**src/rtl/pipeline_hazard_ctrl.sv**
```systemverilog
// ============================================================================
//  Module      : pipeline_hazard_ctrl
//  Description : Hazard controller for the 5-stage MIPS pipeline. It produces
//                the stall/flush controls for Fetch, F/D and D/E and selects
//                the E-stage forwarding sources. It covers load-use stalls,
//                E-stage redirects and the HI/LO interlock against the
//                multi-cycle mult/div unit.
//  Options     : define HAZARD_PERF_CNT_EN to add the stall_cycles and
//                flush_count performance counters.
//  Revision    : 1.0 - initial release
// ============================================================================
`default_nettype none

module pipeline_hazard_ctrl #(
  parameter int WIDTH_5   = 5,
  parameter int MD_CYCLES = 32,
  parameter int CNT_W     = 6
) (
  input  logic               clk,
  input  logic               rst_n,
  input  logic [WIDTH_5-1:0] Rs_D,
  input  logic [WIDTH_5-1:0] Rt_D,
  input  logic               uses_rt_D,
  input  logic               md_use_D,
  input  logic [WIDTH_5-1:0] Rs_E,
  input  logic [WIDTH_5-1:0] Rt_E,
  input  logic [WIDTH_5-1:0] WriteReg_E,
  input  logic               RegWrite_E,
  input  logic               MemtoReg_E,
  input  logic [WIDTH_5-1:0] WriteReg_M,
  input  logic               RegWrite_M,
  input  logic [WIDTH_5-1:0] WriteReg_W,
  input  logic               RegWrite_W,
  input  logic               redirect_E,
  input  logic               md_start_E,
  output logic               StallF,
  output logic               StallD,
  output logic               FlushD,
  output logic               EN_DE,
  output logic               CLR_DE,
  output logic [1:0]         ForwardAE,
  output logic [1:0]         ForwardBE,
  output logic               md_busy
`ifdef HAZARD_PERF_CNT_EN
  ,
  output logic [31:0]        stall_cycles,
  output logic [31:0]        flush_count
`endif
);

  typedef enum logic [0:0] {
    IDLE = 1'b0,
    BUSY = 1'b1
  } state_t;

  localparam logic [CNT_W-1:0] CNT_LOAD = CNT_W'(MD_CYCLES - 1);
  localparam logic [CNT_W-1:0] CNT_LAST = CNT_W'(1);

  state_t           state_q, state_d;
  logic [CNT_W-1:0] cnt_q, cnt_d;
  logic             busy_q, busy_d;
  logic             lw_stall;
  logic             md_stall;

  // Mult/div tracker: counter runs in BUSY, busy flag trails the state by one
  // edge so it stays high for exactly MD_CYCLES cycles after the start pulse.
  always_comb begin
    state_d = state_q;
    cnt_d   = cnt_q;
    busy_d  = (state_q == BUSY) || md_start_E;
    if (md_start_E) begin
      state_d = BUSY;
      cnt_d   = CNT_LOAD;
    end else if (state_q == BUSY) begin
      cnt_d = cnt_q - CNT_LAST;
      if (cnt_q == CNT_LAST) begin
        state_d = IDLE;
      end
    end
  end

  // State, counter and busy flag registers with asynchronous clear.
  always_ff @(posedge clk or negedge rst_n) begin
    if (!rst_n) begin
      state_q <= IDLE;
      cnt_q   <= '0;
      busy_q  <= 1'b0;
    end else begin
      state_q <= state_d;
      cnt_q   <= cnt_d;
      busy_q  <= busy_d;
    end
  end

  assign md_busy = busy_q;

  // Forwarding select: the younger M-stage result beats W; $0 never forwards.
  always_comb begin
    ForwardAE = 2'b00;
    ForwardBE = 2'b00;
    if (RegWrite_M && (WriteReg_M != '0) && (WriteReg_M == Rs_E)) begin
      ForwardAE = 2'b10;
    end else if (RegWrite_W && (WriteReg_W != '0) && (WriteReg_W == Rs_E)) begin
      ForwardAE = 2'b01;
    end
    if (RegWrite_M && (WriteReg_M != '0) && (WriteReg_M == Rt_E)) begin
      ForwardBE = 2'b10;
    end else if (RegWrite_W && (WriteReg_W != '0) && (WriteReg_W == Rt_E)) begin
      ForwardBE = 2'b01;
    end
  end

  assign lw_stall = MemtoReg_E && RegWrite_E && (WriteReg_E != '0) &&
                    ((WriteReg_E == Rs_D) || (uses_rt_D && (WriteReg_E == Rt_D)));
  assign md_stall = md_use_D && (busy_q || md_start_E);

  // Pipeline control: a redirect kills the wrong path, otherwise a stall
  // holds F/D and injects a bubble (EN_DE=0, CLR_DE=1) into E.
  always_comb begin
    StallF = 1'b0;
    StallD = 1'b0;
    FlushD = 1'b0;
    EN_DE  = 1'b1;
    CLR_DE = 1'b0;
    if (redirect_E) begin
      FlushD = 1'b1;
      EN_DE  = 1'b0;
      CLR_DE = 1'b1;
    end else if (lw_stall || md_stall) begin
      StallF = 1'b1;
      StallD = 1'b1;
      EN_DE  = 1'b0;
      CLR_DE = 1'b1;
    end
  end

`ifdef HAZARD_PERF_CNT_EN
  logic [31:0] stall_cycles_q;
  logic [31:0] flush_count_q;

  // Performance counters: stalled cycles and redirect cycles, free-running wrap.
  always_ff @(posedge clk or negedge rst_n) begin
    if (!rst_n) begin
      stall_cycles_q <= '0;
      flush_count_q  <= '0;
    end else begin
      if (StallF) begin
        stall_cycles_q <= stall_cycles_q + 32'd1;
      end
      if (redirect_E) begin
        flush_count_q <= flush_count_q + 32'd1;
      end
    end
  end

  assign stall_cycles = stall_cycles_q;
  assign flush_count  = flush_count_q;
`endif

endmodule

`default_nettype wire

```
**config.mk**
```make
export PLATFORM = sky130hd
export DESIGN_NAME = pipeline_hazard_ctrl
export DESIGN_NICKNAME = d
export VERILOG_FILES = /design/src/rtl/pipeline_hazard_ctrl.sv
export SDC_FILE = /design/constraint.sdc
export NUM_CORES = 1
export LEC_CHECK = 0
export CORE_MARGIN = 5
export CORE_UTILIZATION = 38
export DETAILED_ROUTE_END_ITERATION = 6
export PLACE_DENSITY = 0.85
export SLEW_MARGIN = 20
export SYNTH_ARGS = -nofsm -noshare
export SYNTH_HDL_FRONTEND = slang
export SYNTH_SLANG_ARGS = --single-unit
```
**constraint.sdc**
```tcl
create_clock -name clk -period 3.5 [get_ports clk]
set_input_delay 0.7 -clock clk [delete_from_list [all_inputs] [get_ports clk]]
set_output_delay 0.7 -clock clk [all_outputs]
set_load 0.005 [all_outputs]
```
==> reports/results.tsv <==
stage	metric	value	unit
status	status	finished clean	
drt	drt_iter0_drc	8	
final_layout	multi_input_area	594	µm²
min_path	holdPathStages	2	
die	coreArea	2000	µm²
clock_network	clkTransAtPathRegs	0.06	ns
sta	finalClockSkew	0.00529	ns
setup_path	reg2reg_slack	2.30	ns
power	total_power	0.000298	W
drt	ant_nets	0	
sta	rsz0062_at_grt	no	
sta	clock.fmax	293	MHz
clock_network	cts_made_buffers	3	
setup_path	crit_arrival	2.71	ns
setup_path	cp_common_cell	clkdlybuf4s50_1	
global_route	grt_max_degree	10	
synth	yosysTopAreaCell	xor2_1	
clock_network	h-tree-depth	1	
setup_path	rr_endpoint	cnt_q[4]	
synth	mappedNetlistArea	822	µm²
synth	syn_nets	140	
final_layout	diodes	0	
final_layout	syn2layout_area_growth	77.6	%
drt	num_vias	906	
placed_design	numPortBuffers	54	
drt	avgRoutedWirePerCell	14.5	µm
clock_network	insertion_delay	0.26	ns
clock_network	cts_tree	done	
min_path	hp-class	reg2reg	
placed_design	dp.cells	178	
global_route	overflow	0	
power	powerDensity	204	nW/µm²
sta	relSlewSlack	0.671	
final_layout	fillers	159	
setup_path	crit_slowest_cell	clkdlybuf4s50_1	
sta	finalSetupViolCount	0	
synth	netlist_instances	93	
drt	drc	0	
final_layout	fin_util	0.729	
setup_path	path_max_fanout	3	
drt	wirelength	2.63	mm
sta	worst_pin_slew	0.489	ns
placed_design	dp_hpwl	2.26	mm
global_route	grt_pass1_vias	919	
final_layout	drive_gt1_frac	0.0974	
setup_path	required	2.80	ns
clock_network	cts_setup_buffers	0	
global_route	antenna_found_initial	0	
setup_path	cpPeakStageDelay	0.56	ns
clock_network	cts-root-buf	clkbuf_4	
synth	synth_edf_count	0	
die	die_w	56.5	µm
die	start_util	0.411	
die	die_h	56.5	µm
synth	ys_ff_latch	8	
flow_run	cap_violations	0	
power	ir_drop	0.000195	V
global_route	grt_usage	0.170	
setup_path	crit_type	in2out	
sta	fin_crit_sh	0.975	
synth	yosysSeqAreaShare	0.244	
final_layout	instances_no_fill	181	
power	p_leak	0.595	nW
clock_network	clockBufferDepth	2	
synth	syn_area_per_cell	8.84	µm²
synth	synth.top_cells.by_area	xor2_1, dfrtp_1, xnor2_1	
synth	synth_cell_type_count	28	
setup_path	start_kind	input port	
clock_network	clock-sinks	8	
die	dieArea	3190	µm²
final_layout	nets	203	
drt	firstDrtPassIters	4	
synth	synthTopCellsByCount	xor2_1, xnor2_1, dfrtp_1	
sta	hold_viol	0	
synth	synth_most_common_cell	xor2_1	
synth	ys.flop_type	dfrtp_1	
global_route	grt_pass1_wl	4.24	mm
final_layout	regArea	200	µm²
synth	synth_top_area_share	0.266	
die	num_io_pins	55	
min_path	min_to	cnt_q[5]	
die	placement_rows	16	
setup_path	crit_path_cell_trace	clkdlybuf4s50_1, xor2_1, nor4_1, a32oi_1, o311ai_1, clkdlybuf4s50_1	
min_path	hp-start	cnt_q[5]	
sta	layout_min_cycle_time	3.41	ns
setup_path	end_kind	output port	
synth	synth_warnings	0	
placed_design	routabilityCongestion	0.847	
sta	slew_violations	0	
setup_path	r2r_start	cnt_q[0]	
drt	vias_per_cell	5.01	
synth	ys_async_sr_fraction	1.00	
setup_path	reg2regPathDepth	6	
[state kept, by name (all words and copies together), names as in the netlist]
register,flops
md_busy,1
cnt_q,6
state_q,1
[layout make-up]
cell class              count  area share
inverters                   3     0.00771
multi-input cells          79       0.407
clock buffers               3      0.0154
well taps                  27      0.0231
flip-flops and latches      8       0.137
repair buffers             61       0.410
[cell families after synthesis]
family | Yosys count | synth area share
fa+ha+maj | 2 | 0.0304
flops | 8 | 0.244
xor+xnor | 34 | 0.362
buf+inv | 6 | 0.0365
compound gates | 11 | 0.0944
simple gates | 32 | 0.233
[power breakdown]
group | internal [W] | switching (W)
sequential | 0.0000956 | 0.00000294
clock | 0.0000393 | 0.0000326
combinational | 0.0000802 | 0.0000476
total | 0.000215 | 0.0000831
[through the flow]
step | instance area, µm² | worst slack, ns | setup TNS (ns) | hold slack [ns]
global route | 1460 | 0.0214 | 0 | 0.607
finish | 1460 | 0.0879 | 0 | 0.550
global placement | 1430 | 0.0367 | 0 | 0.533
floorplan | 822 | 1.06 | 0 | 0.404
detailed placement | 1430 | -0.0250 | -0.0250 | 0.536
CTS | 1450 | 0.0294 | 0 | 0.553
[how the worst max path moves through the flow]
stage,start,to,slack (ns),depth (start not counted)
5_1_grt,WriteReg_E[3],CLR_DE,0.02,6
3_3_place_gp,WriteReg_M[0],ForwardAE[0],0.04,6
4_1_cts,WriteReg_M[0],ForwardAE[0],0.03,6
2_1_floorplan,WriteReg_M[0],ForwardAE[0],1.06,4
6_report,WriteReg_E[3],CLR_DE,0.09,6
3_5_place_dp,WriteReg_E[3],CLR_DE,-0.03,6
[critical path, delay by kind of cell]
family                 cells  cell delay (ns)
buffers and inverters      2             1.04
AO/OA/AOI/OAI              2             0.48
AND/OR/NAND/NOR            1             0.30
XOR/XNOR                   1             0.19
[cell usage in the layout (no fill, tap or decap), types with 3 or more instances in the layout]
| cell type | netlist | layout |
|---|---|---|
| nor2_1 | 4 | 3 |
| nand2b_1 | 4 | 4 |
| dfrtp_1 | 8 | 8 |
| clkbuf_4 | 0 | 3 |
| nand2_1 | 4 | 4 |
| nor3_1 | 3 | 3 |
| nand3_1 | 3 | 3 |
| nor4_1 | 4 | 4 |
| inv_1 | 3 | 3 |
| xor2_1 | 25 | 25 |
| buf_4 | 2 | 7 |
| or4_1 | 5 | 5 |
| xnor2_1 | 9 | 9 |
| clkdlybuf4s50_1 | 0 | 52 |
[layer usage]
| layer | up-vias | routed length [µm] | track usage |
|---|---|---|---|
| met5 | - | 0 | 0 |
| met4 | 0 | 59 | 0.0814 |
| met3 | 7 | 181 | 0.0482 |
| met2 | 32 | 1330 | 0.287 |
| met1 | 418 | 1060 | 0.193 |
| li1 | 449 | - | - |
[what timing repair did]
action	CTS	global route
pin swaps	0	1
hold buffers	0	0
resized for setup	1	3
setup endpoints to repair	1	4
No activity file was read; power rests on OpenSTA's default activity.
==> variant 1: new RTL, config.mk and constraints unchanged <==
Add a define of `HAZARD_PERF_CNT_EN`.
--- a/src/rtl/pipeline_hazard_ctrl.sv
+++ b/src/rtl/pipeline_hazard_ctrl.sv
@@ -12,2 +12,4 @@
 `default_nettype none
+
+`define HAZARD_PERF_CNT_EN
 
Function (old outputs only; new: flush_count and stall_cycles): kept (equiv_simple and equiv_induct, registers matched by name and starting in step).
==> variant 1 against the original RTL <==
  * Count of clock-buffer cells in the layout is 7 higher
  * Critical endpoint unchanged
  * Worst setup slack worse by 0.016 ns
  * Via count grew to 3.4 times the old value
  * Largest power group is now registers
  * Synthesized area grew to 4.5 times the old value
  * Design area grew to 3.6 times the old value
  * Wire length grew to 3.7 times the old value
  * Power grew to 6.9 times the old value
  * Sequential cell count is 64 higher
==> variant 1: results (changes against the original RTL) <==
Yosys
  • Most frequent cells after synthesis: dfrtp_1, xnor2_1, xor2_1
  • Distinct cells, synth: 34 (+21%)
  • Syn nets: 399 (+190%)
  • Synth Instances: 350 (+280%)
  • Post-synth top flop: dfrtp_1
  • Yosys warns: 0 (unchanged)
  • Asr flop ratio synth: 1.00 (unchanged)
  • Ranking of synthesized cells by area: dfrtp_1, xnor2_1, xor2_1, nand2_1, nand4_1
  • Post-synthesis sequential area ratio: 0.488 (+0.245)

Cells and area
  • Fillers: 851 (+440%)
  • Diode count: 0 (unchanged)
  • Nets: 535 (+160%)
  • Layout cells sized above 1: 0.0937 (-0.00372)
  • Utilization after layout: 0.546 (-0.184)

Clock network
  • CTS buffer count: 9 (+6)
  • Worst-path clk slew: 0.08 ns (+0.02 ns)
  • Htree depth: 3 (+2)
  • Maximum root-to-sink buffer count: 2 (unchanged)
  • Worst-skew pair later-pin latency: 0.34 ns (+0.08 ns)
  • CTS Root Cell: clkbuf_8

STA
  • Final Skew: 0.0148 ns (+0.00952 ns)
  • Relative slew slack: 0.584 (-0.0870)

Route
  • Wire per inst: 15.4 µm (+6.1%)
  • 1st-iter DRT viols: 115 (+107)
  • Vias per std cell: 5.01 (about the same)
  • Routed Wire Length: 9.61 mm (+270%)
  • Residual DRC count: 0 (unchanged)
  • 1st-pass router iterations: 4 (unchanged)

Worst hold path
  • Worst Hold Class: input port to asynchronous set/reset pin

Power
  • Maximum vdd drop: 0.159 mV (-19%)
  • Leakage: 2.28 nW (+280%)

GRT
  • GRT Total Usage: 0.167 (-0.00234)
  • Pin count of the biggest net entering global routing: 50 (+40)
  • Initial antenna violation count: 0 (unchanged)
  • First-pass GRT wire length: 15.6 mm (+270%)
  • Vias in the first global route: 3222 (+250%)

Worst setup path
  • CP Max Fanout: 2 (-1)
  • Critical Path AT: 2.73 ns (+0.02 ns)

Placed design
  • Pre-CTS setup slack: -0.135 ns (-0.110 ns)
  • Number of buffer cells added on primary ports: 118 (+120%)
  • Dpl hpwl: 7.51 mm (+230%)
  • Placed insts: 608 (+240%)
  • Gpl congestion: 0.815 (-3.7%)
  • Placed cell areas: 0.00509 mm² (+260%)

Status
  • Status: finished, final reports clean
[variant 1: changes by cell type in the layout (fill, tap and decap cells not counted), sizes merged, moves of 19 or more]
cell	change
clkdlybuf4s50	+63
dfrtp	+64
nand2	+31
nand4	+21
xnor2	+43
xor2	+19
[variant 1: worst paths after layout]
check | startpoint | slack [ns] | cells after the start | end
worst max-delay path | WriteReg_E[2] | 0.07 | 7 | CLR_DE
worst max register to register | flush_count[0] | 1.40 | 7 | flush_count[26]
min in group clk | stall_cycles[31] | 0.48 | 1 | stall_cycles[31]
worst min-delay path | rst_n | 0.36 | 2 | flush_count[11]
max in group asynchronous | rst_n | 2.58 | 2 | stall_cycles[18]
worst min register to register | stall_cycles[31] | 0.48 | 1 | stall_cycles[31]
[variant 1: cell type report]
type | instances | area (µm²) | area share
Clock inverter | 6 | 36.3 | 0.00690
Inverter | 6 | 22.5 | 0.00428
Multi-Input combinational cell | 263 | 1810 | 0.344
Sequential cell | 72 | 1800 | 0.343
Clock buffer | 10 | 128 | 0.0243
Tap cell | 133 | 166 | 0.0316
Timing Repair Buffer | 134 | 1290 | 0.246
[variant 1: routing by layer]
layer  up-vias  track usage  share of wire
met5         -            0              0
met4         0       0.0775          0.033
met3        24       0.0460          0.065
met2        98        0.285           0.51
met1      1529        0.195           0.39
li1       1473            -              -
[variant 1: repair_timing]
| item | CTS | global route |
|---|---|---|
| setup endpoints to repair | 2 | 0 |
| resized for setup | 4 | 0 |
| buffers inserted | 0 | 0 |
| hold buffers | 0 | 0 |
[variant 1: cell families after synthesis]
kind of cell	count (synthesis)	share of synthesized area
flops	72	0.488
fa+ha+maj	4	0.0136
buf+inv	15	0.0224
xor+xnor	96	0.228
compound gates	10	0.0203
mux	1	0.00305
simple gates	152	0.224
[variant 1: worst max-delay path, stage by stage]
cell and delay, ns:
clkdlybuf4s50_1 0.43, or4_1 0.53, o211ai_2 0.16, nand2b_1 0.13, nand2_1 0.06, or2_2 0.27
clkdlybuf4s50_1 0.44
[variant 1: power by group]
part / total [mW] / internal (mW) / leakage [nW] / switching, mW
logic: 0.475 / 0.286 / 1.26 / 0.189
registers: 1.03 / 0.912 / 0.935 / 0.117
clock network: 0.567 / 0.254 / 0.0858 / 0.313
==> variant 2: new RTL, same flow settings <==
Without the edit above. Set the parameter `WIDTH_5` to 4 (it was 5).
--- a/src/rtl/pipeline_hazard_ctrl.sv
+++ b/src/rtl/pipeline_hazard_ctrl.sv
@@ -14,3 +14,3 @@
 module pipeline_hazard_ctrl #(
-  parameter int WIDTH_5   = 5,
+  parameter int WIDTH_5   = 4,
   parameter int MD_CYCLES = 32,
Ports: changed (7 resized); port bits go from 55 to 48. No check against the original RTL was run, so the function may have changed too.
==> variant 2 against the original RTL <==
  * Synthesized area shrank 9.9%
  * Worst setup slack improved by 0.091 ns
  * Largest power group unchanged
  * Design area fell by 14%
  * Sequential cell count unchanged
  * Power shrank 6.0%
  * Critical endpoint unchanged
  * Highest routed layer is now met3
  * First-iteration DRC count decreased by 25%
  * Global-route usage decreased by 0.55 points
  * Wire length shrank 12%
==> variant 2: results (changes against the original RTL) <==
Clock network
  • Worst-path clk slew: 0.05 ns
  • Post-CTS Setup Inserts: 0 (unchanged)
  • Post-CTS Resized: 0 (-1)
  • CTS buffer count: 3 (unchanged)
  • Maximum root-to-sink buffer count: 2 (unchanged)
  • CTS Root Cell: clkbuf_4

Yosys
  • Post-synthesis sequential area ratio: 0.270 (+0.0267)
  • Most frequent cells after synthesis: xnor2_1, dfrtp_1, nand4_1, nor2_1
  • Syn nets: 123 (-12%)
  • Asr flop ratio synth: 1.00 (unchanged)
  • Post-Synth XOR/XNOR Area: 0.331 (-0.0312)
  • Compound-Gate Fraction of Synth Area: 0.0845 (-0.00991)
  • Ranking of synthesized cells by area: xnor2_1, dfrtp_1, nand4_1, ha_1, nand2b_1
  • Synth Instances: 83 (-11%)
  • Synth Area in Adders: 0.0338 (+0.00334)
  • Distinct cells, synth: 26 (-7.1%)

Cells and area
  • Max reg flops: 6 (unchanged)
  • Biggest register: cnt_q
  • Post-route insts no fill: 158 (-13%)
  • Layout cells sized above 1: 0.0534 (-0.0440)
  • Nets: 173 (-15%)

Placed design
  • Pre-CTS setup slack: 0.165 ns (+0.190 ns)
  • Gpl congestion: 0.827 (-2.4%)
  • Placed cell areas: 0.00123 mm² (-14%)
  • Dpl hpwl: 1.97 mm (-13%)
  • Number of buffer cells added on primary ports: 47 (-13%)
  • Placed insts: 155 (-13%)

GRT
  • Vias in the first global route: 788 (-14%)
  • GRT Total Usage: 0.164 (-0.00549)
  • First-pass GRT wire length: 3.51 mm (-17%)

Route
  • 1st-iter DRT viols: 6 (-2)
  • Routed vias: 769 (-15%)
  • 1st-pass router iterations: 3 (-1)
  • Routed Wire Length: 2.30 mm (-12%)

Worst setup path
  • Critical Path AT: 2.62 ns (-0.09 ns)
  • Worst path max stage delay: 0.56 ns (about the same)
  • Slowest cell on crit path: or4_4
  • CP Max Fanout: 3 (unchanged)

Power
  • Maximum vdd drop: 0.228 mV (+17%)
  • Pint: 0.206 mW (-4.0%)
  • Leakage: 0.436 nW (-27%)

STA
  • Final setup fails: 0 (unchanged)
  • Final Skew: 0.00282 ns (-0.00246 ns)
  • Relative slew slack: 0.690 (+0.0190)

Status
  • Status: finished, final reports clean
-- variant 2: kinds of logic (layout without fill, tap and decap cells) --
family,after synthesis,in the layout
fa+ha+maj,2,2
buf+inv,5,53
compound gates,8,8
xor+xnor,28,28
flops,8,8
simple gates,32,32
-- variant 2: path summary, 6_finish.rpt --
check                                   start        to  slack [ns]  cells past startpoint
worst max-delay path            WriteReg_E[0]    CLR_DE        0.18                      6
worst min-delay path                 cnt_q[1]  cnt_q[1]        0.54                      2
worst max register to register       cnt_q[0]  cnt_q[4]        2.27                      6
worst min register to register       cnt_q[1]  cnt_q[1]        0.54                      2
max in group asynchronous               rst_n  cnt_q[0]        2.52                      1
min in group asynchronous               rst_n  cnt_q[5]        0.72                      1
-- variant 2: layout make-up --
class	instances	area, µm²
clock buffer	3	22.5
fill	158	646
inverter	2	7.51
multi-input combinational	70	514
sequential	8	200
tap	27	33.8
timing repair buffer	48	478
-- variant 2: through the flow --
| stage | total power, mW | util | hold slack (ns) |
|---|---|---|---|
| floorplan | 0.144 | - | 0.404 |
| global placement | 0.211 | 0.649 | 0.523 |
| detailed placement | 0.213 | 0.649 | 0.523 |
| CTS | 0.284 | 0.661 | 0.541 |
| global route | 0.299 | 0.661 | 0.586 |
| finish | 0.280 | 0.661 | 0.538 |
-- variant 2: critical path: cells and delay by family --
family	cells	cell delay [ns]
buffers and inverters	2	0.93
AO/OA/AOI/OAI	1	0.11
AND/OR/NAND/NOR	3	0.88
-- variant 2: power by group through the flow --
stage / Clock, mW / Sequential (mW) / Combinational (mW)
floorplan: 0 / 0.0996 / 0.0443
global placement: 0 / 0.100 / 0.111
detailed placement: 0 / 0.100 / 0.113
CTS: 0.0714 / 0.0987 / 0.114
global route: 0.0767 / 0.0990 / 0.123
finish: 0.0690 / 0.0987 / 0.113
-- variant 2: metal layers --
metal	GRT usage	share of wire	vias up
met1	0.194	0.39	348
met5	0	0	-
li1	-	-	385
met2	0.289	0.47	36
met4	0.0498	0	0
met3	0.0388	0.14	0
